**src/rtl/board_move_engine.sv**
```systemverilog
// Board RAM front end for the Othello core: wall-ring init sweep, checked move commit,
// piece counters and end-of-game detection.
module board_move_engine #(
  parameter int BOARD_N = 8,
  parameter int ADDR_W  = 7,
  parameter int RC_W    = 3,
  parameter int CNT_W   = 7,
  parameter int RD_LAT  = 1
) (
  input  logic              clock,
  input  logic              reset,
  input  logic              init_req,
  output logic              init_busy,
  input  logic              mv_req,
  input  logic [RC_W-1:0]   mv_row,
  input  logic [RC_W-1:0]   mv_col,
  input  logic              mv_player,
  output logic              mv_ack,
  output logic              mv_nack,
  input  logic              pass_in,
  output logic [ADDR_W-1:0] mem_addr,
  output logic [1:0]        mem_wdata,
  output logic              mem_wren,
  input  logic [1:0]        mem_rdata,
  output logic [ADDR_W-1:0] s_addr_out,
  output logic [CNT_W-1:0]  black_cnt,
  output logic [CNT_W-1:0]  white_cnt,
  output logic              game_end
);
  localparam int EDGE = BOARD_N + 2;
  localparam int HALF = BOARD_N / 2;
  localparam int PW   = $clog2(EDGE);
  localparam int LW   = (RD_LAT > 2) ? $clog2(RD_LAT) : 1;
  localparam logic [CNT_W:0] FULL = (CNT_W+1)'(BOARD_N * BOARD_N);

  typedef enum logic [2:0] {S_IDLE, S_INIT, S_RD, S_WAIT, S_WR, S_RESP, S_END} state_t;
  state_t state;

  logic [PW-1:0]     sweep_r, sweep_c, nxt_r, nxt_c;
  logic [LW-1:0]     wait_cnt;
  logic [ADDR_W-1:0] cur_addr, req_addr;
  logic              cur_player, pass_cnt, init_done;
  logic              req_ok, sample_now, start_init;
  logic [CNT_W:0]    pieces;

  // Initial cell code at ring coordinates (r, c), wall ring included.
  function automatic logic [1:0] cell_code(input logic [PW-1:0] r, input logic [PW-1:0] c);
    int ri, ci;
    ri = int'(r);
    ci = int'(c);
    if (ri == 0 || ci == 0 || ri == EDGE - 1 || ci == EDGE - 1) return 2'b11;
    if ((ri == HALF && ci == HALF) || (ri == HALF + 1 && ci == HALF + 1)) return 2'b10;
    if ((ri == HALF && ci == HALF + 1) || (ri == HALF + 1 && ci == HALF)) return 2'b01;
    return 2'b00;
  endfunction

  always_comb begin
    nxt_r = sweep_r;
    nxt_c = sweep_c + PW'(1);
    if (sweep_c == PW'(EDGE - 1)) begin
      nxt_c = '0;
      nxt_r = sweep_r + PW'(1);
    end
  end

  assign req_addr   = ADDR_W'((int'(mv_row) + 1) * EDGE + int'(mv_col) + 1);
  assign req_ok     = (int'(mv_row) < BOARD_N) && (int'(mv_col) < BOARD_N) && init_done;
  // RD already counts as the first latency cycle; WAIT covers the rest.
  assign sample_now = (state == S_RD) ? (RD_LAT == 1) : (wait_cnt == '0);
  assign start_init = init_req && (state == S_IDLE || state == S_END);
  assign pieces     = {1'b0, black_cnt} + {1'b0, white_cnt};

  always_ff @(posedge clock) begin
    if (!reset) begin
      state      <= S_IDLE;
      init_busy  <= 1'b0;
      mv_ack     <= 1'b0;
      mv_nack    <= 1'b0;
      mem_addr   <= '0;
      mem_wdata  <= '0;
      mem_wren   <= 1'b0;
      s_addr_out <= '0;
      black_cnt  <= '0;
      white_cnt  <= '0;
      game_end   <= 1'b0;
      init_done  <= 1'b0;
      pass_cnt   <= 1'b0;
      sweep_r    <= '0;
      sweep_c    <= '0;
      wait_cnt   <= '0;
      cur_addr   <= '0;
      cur_player <= 1'b0;
    end else begin
      mv_ack  <= 1'b0;
      mv_nack <= 1'b0;
      if (start_init) begin
        state     <= S_INIT;
        init_busy <= 1'b1;
        game_end  <= 1'b0;
        mem_addr  <= '0;
        mem_wren  <= 1'b1;
        mem_wdata <= cell_code(PW'(0), PW'(0));
        sweep_r   <= '0;
        sweep_c   <= '0;
      end else begin
        case (state)
          S_IDLE: begin
            if (mv_req) begin
              cur_addr   <= req_addr;
              cur_player <= mv_player;
              if (req_ok) begin
                mem_addr <= req_addr;
                state    <= S_RD;
              end else begin
                mv_nack <= 1'b1;
                state   <= S_RESP;
              end
            end else if (pass_in) begin
              if (pass_cnt) begin
                game_end <= 1'b1;
                state    <= S_END;
              end else begin
                pass_cnt <= 1'b1;
              end
            end
          end
          S_INIT: begin
            if (mem_addr == ADDR_W'(EDGE * EDGE - 1)) begin
              mem_wren  <= 1'b0;
              init_busy <= 1'b0;
              black_cnt <= CNT_W'(2);
              white_cnt <= CNT_W'(2);
              game_end  <= 1'b0;
              pass_cnt  <= 1'b0;
              init_done <= 1'b1;
              state     <= S_IDLE;
            end else begin
              mem_addr  <= mem_addr + ADDR_W'(1);
              sweep_r   <= nxt_r;
              sweep_c   <= nxt_c;
              mem_wdata <= cell_code(nxt_r, nxt_c);
            end
          end
          S_RD, S_WAIT: begin
            if (sample_now) begin
              if (mem_rdata == 2'b00) begin
                mem_wren  <= 1'b1;
                mem_wdata <= cur_player ? 2'b10 : 2'b01;
                state     <= S_WR;
              end else begin
                mv_nack <= 1'b1;
                state   <= S_RESP;
              end
            end else if (state == S_RD) begin
              wait_cnt <= LW'(RD_LAT - 2);
              state    <= S_WAIT;
            end else begin
              wait_cnt <= wait_cnt - LW'(1);
            end
          end
          S_WR: begin
            mem_wren   <= 1'b0;
            mv_ack     <= 1'b1;
            s_addr_out <= cur_addr;
            pass_cnt   <= 1'b0;
            if (cur_player) white_cnt <= white_cnt + CNT_W'(1);
            else            black_cnt <= black_cnt + CNT_W'(1);
            if ((pieces + (CNT_W+1)'(1)) == FULL) game_end <= 1'b1;
            state <= S_RESP;
          end
          S_RESP: state <= game_end ? S_END : S_IDLE;
          S_END: begin
            if (mv_req) begin
              mv_nack <= 1'b1;
              state   <= S_RESP;
            end
          end
          default: state <= S_IDLE;
        endcase
      end
    end
  end
endmodule
```
**config.mk**
```make
export PLATFORM = sky130hd
export DESIGN_NAME = board_move_engine
export DESIGN_NICKNAME = d
export VERILOG_FILES = /design/src/rtl/board_move_engine.sv
export SDC_FILE = /design/constraint.sdc
export NUM_CORES = 1
export LEC_CHECK = 0
export CORE_MARGIN = 2
export CORE_UTILIZATION = 55
export DETAILED_ROUTE_END_ITERATION = 10
export MAX_ROUTING_LAYER = met4
export PLACE_DENSITY = 0.81
export SLEW_MARGIN = 20
export SYNTH_ARGS = -nofsm -noshare
export SYNTH_HDL_FRONTEND = slang
export SYNTH_SLANG_ARGS = --single-unit
```
**constraint.sdc**
```tcl
create_clock -name clock -period 3.2 [get_ports clock]
set_clock_uncertainty 0.1 [all_clocks]
set_input_delay 0.64 -clock clock [delete_from_list [all_inputs] [get_ports clock]]
set_output_delay 0.64 -clock clock [all_outputs]
set_load 0.05 [all_outputs]
```
==> results of run 1 <==
[flip-flops by register name (all words and copies together), names as in the netlist]
register and flops:
black_cnt 7, cur_addr 7, mem_addr 7, s_addr_out 7, white_cnt 7, sweep_c 4, sweep_r 4, state 3
mem_wdata 2, cur_player 1, game_end 1, init_busy 1, init_done 1, mem_wren 1, mv_ack 1, mv_nack 1
pass_cnt 1, wait_cnt 1
[cells by family after synthesis]
kind of cell / Yosys count / share of synthesized area (%)
xor gates and xnor gates: 25 / 6.513
and+or+nand+nor: 170 / 25.57
AOI/OAI and AO/OA: 101 / 20.13
adders and majority gates: 18 / 6.922
DFF: 57 / 33.94
buffers and inverters: 34 / 4.242
muxes: 9 / 2.680
[final cells by class]
class                   count  area [sq um]  area share, %
clock buffers              10         137.6          3.335
clock inverters             6         105.1          2.547
repair buffers             54         525.5          12.73
well taps                  75         93.84          2.274
multi-input cells         323          2078          50.36
inverters                  12         45.04          1.092
flip-flops and latches     57          1141          27.65
[placed cells by master, fill, tap and decap left out, types with 3 or more instances in the layout]
cell             count
buf_4                6
nor2b_1              9
a21oi_1             31
nand2_1             39
inv_1               12
o31ai_1              5
mux2i_1              9
and3_1               6
nand3_1             12
xor2_1               8
nor2_1              56
a211oi_1             7
o31a_1               3
nor3b_1              3
o21a_1               3
nor4_1               6
clkdlybuf4s50_1     48
bufinv_16            3
nand2b_1            11
or3_1                3
ha_1                17
nand4_1              3
clkinv_2             3
nor3_1               5
o21ai_0             19
a2111oi_0            3
clkbuf_8            10
xnor2_1             17
o211ai_1             3
dfxtp_1             57
[worst max-delay path, delay by kind of cell]
| kind | cells | cell delay (ps) |
|---|---|---|
| xor gates and xnor gates | 1 | 170 |
| and+or+nand+nor | 2 | 290 |
| adders and majority gates | 3 | 920 |
| AOI/OAI and AO/OA | 2 | 410 |
| buffers and inverters | 1 | 530 |
[worst min path at each step]
stage | from | endpoint | cells past startpoint
after floorplan | cur_addr[1]$_SDFFE_PN0P_ | s_addr_out[1]$_SDFFE_PN0P_ | 2
after global placement | cur_addr[2]$_SDFFE_PN0P_ | s_addr_out[2]$_SDFFE_PN0P_ | 2
after detailed placement | cur_addr[6]$_SDFFE_PN0P_ | s_addr_out[6]$_SDFFE_PN0P_ | 2
after CTS | cur_addr[6]$_SDFFE_PN0P_ | s_addr_out[6]$_SDFFE_PN0P_ | 2
after global routing | cur_addr[6]$_SDFFE_PN0P_ | s_addr_out[6]$_SDFFE_PN0P_ | 2
final | cur_addr[6]$_SDFFE_PN0P_ | s_addr_out[6]$_SDFFE_PN0P_ | 2
[report_power, final]
group,internal [mW],total [mW],switching [mW],leakage (nW)
clock network,0.534,0.832,0.298,0.126
registers,0.821,0.930,0.109,0.463
logic,0.420,1.17,0.749,0.932
[through the flow]
step | setup WS [ps] | cells
floorplan | 751.3 | 414
global placement | 198.5 | 521
detailed placement | 68.67 | 521
CTS | 407.2 | 537
global route | 299.5 | 537
finish | 405.6 | 537
[metal layers]
metal / vias to the layer above / track usage [%] / part of all wire, %
met5: - / - / 0
met4: 0 / 13.00 / 1.7
met3: 13 / 4.348 / 5.9
met2: 128 / 42.18 / 48
met1: 1492 / 32.48 / 44
li1: 1560 / - / -
==> summary.md, run 1 <==
| Metric | Value |
|---|---|
| Post-CTS Setup Bufs | 0 |
| CP cell instances | clkdlybuf4s50_1 > ha_1 > ha_1 > ha_1 > and3_1 > a32oi_1 > xnor2_1 > nand3_1 > a31oi_1 |
| Final worst path period need | 2794 ps |
| Starting DRT DRC Count | 398 |
| Die Y | 82.19 microns |
| Synthesized cell area | between 3000 and 4000 sq um |
| CP max stage cell | clkdlybuf4s50_1 |
| Final hold viol count | 0 |
| Post-synthesis sequential area ratio | between 30 and 40% |
| Mapped Avg Cell Area | 8.121 sq um |
| Via/cell ratio | approximately 5.9 |
| WS Path Type | in -> reg |
| WHS | between 300 and 400 ps |
| Synthesized Nets | 446 |
| CTS tree | built |
| Placed Area | approximately 4000 sq um |
| Data arrival, critical path | about 3000 ps |
| Gpl congestion | 0.8732 |
| Vias | 3193 |
| # DRC | 0 |
| Initial Util | 56.78% |
| Worst r2r src | mem_addr[0]$_SDFFE_PP0P_ |
| Final Power | between 2 and 3 mW |
| FF-to-FF End | black_cnt[6]$_SDFFE_PN0P_ |
| Final core utilization | between 60% and 70% |
| Wire per inst | 15.24 microns |
| Vias in the first global route | 2965 |
| Fmax | 357.9 MHz |
| Ys flop type | dfxtp_1 |
| I/O pin count | 49 |
| TritonCTS Sinks | 57 |
| Die width | 82.19 microns |
| Clk buf depth | 2 |
| RSZ-0062 raised after global routing | false |
| CP Max Fanout | 4 |
| FF+latch count, synth | between 50 and 60 |
| CP required | roughly 3400 ps |
| YS warnings | 0 |
| Layout cells sized above 1 | 7.792% |
| H-tree Lvls | 3 |
| Final slew viol count | 0 |
| Status | complete, no violations |
| Clock latency on the worst-skew pair | 340 ps |
| Worst-path clk slew | 70 ps |
| Share of the synthesized area in the top cell type | about a third |
| TritonCTS buffer count | 9 |
| Slew @ Worst Pin | 661.2 ps |
| PwrDens | roughly 700 nW/um^2 |
| Worst min path class | reg -> reg |
| Net count, final | 489 |
| Setup TNS | 0 ps |
| Number of enable flip-flop cells after synthesis | 0 |
| Post-DP HPWL | 5809 microns |
| Core area | 5921 sq um |
| CTS Hold Bufs | 0 |
| Post-CTS Resized | 0 |
| Most common cell on crit path | ha_1 |
| Cells after synthesis | around 410 |
| Dominant cell type by area after synthesis | dfxtp_1 |
| Core Rows | 28 |
| Reg2reg path depth | 6 |
| FILL cells | between 400 and 500 |
| ANT cells | 0 |
| Most frequent cells after synthesis | 57 x dfxtp_1, 56 x nor2_1, 39 x nand2_1 |
| Clock root cell | clkbuf_8 |
| Tcrit/Tclk final | between 80 and 90% |
| Slew HR | 55.71% |
| First-pass GRT wire length | 13410 microns |
| CP Launch Type | input pin |
| Pre-Repair DR Iteration Count | 5 |
| CP Capture Type | flip-flop |
| Critical Path Sink | mem_addr[5]$_SDFFE_PP0P_ |
| Max Cap Viol | 0 |
| Initial antenna violation count | 0 |
| Post-route ant nets | 0 |
| Synth-to-layout area growth | 22.74% |
| All-Layer GR Usage | about a quarter |
| Asr flop ratio synth | 0% |
| Critical Path Source | mv_row[1] |
| Post-synth cell types | 58 |
| Post-route cell area | 4126 sq um |
| Most area-consuming cells after synthesis | dfxtp_1 34%, ha_1 6.3%, nor2_1 6.3%, a21oi_1 4.6%, xnor2_1 4.4% |
| Flop-to-flop setup slack | between 700 and 800 ps |
| Count leader, synth | dfxtp_1 |
| Die area | 6754 sq um |
| Largest net degree at the start of global routing | 29 |
| Leak | roughly 1.5 nW |
| Final Setup Violations | 0 |
| CP peak stage delay | 530 ps |
| Final WL | 8183 microns |
| Gr ovfl total | 0 |
| Maximum VDD drop | between 0.4 and 0.5 mV |
| IO buf count | 48 |
(Power assumes the default switching activity.)
==> run 2, diff against run 1 <==
--- a/config.mk
+++ b/config.mk
@@ -8,6 +8,7 @@
 export CORE_MARGIN = 2
 export CORE_UTILIZATION = 55
 export DETAILED_ROUTE_END_ITERATION = 10
+export GPL_ROUTABILITY_DRIVEN = 0
 export MAX_ROUTING_LAYER = met4
 export PLACE_DENSITY = 0.81
 export SLEW_MARGIN = 20
==> results of run 2 <==
Same layout as run 1: the final DEF is identical, and so are final timing and power.
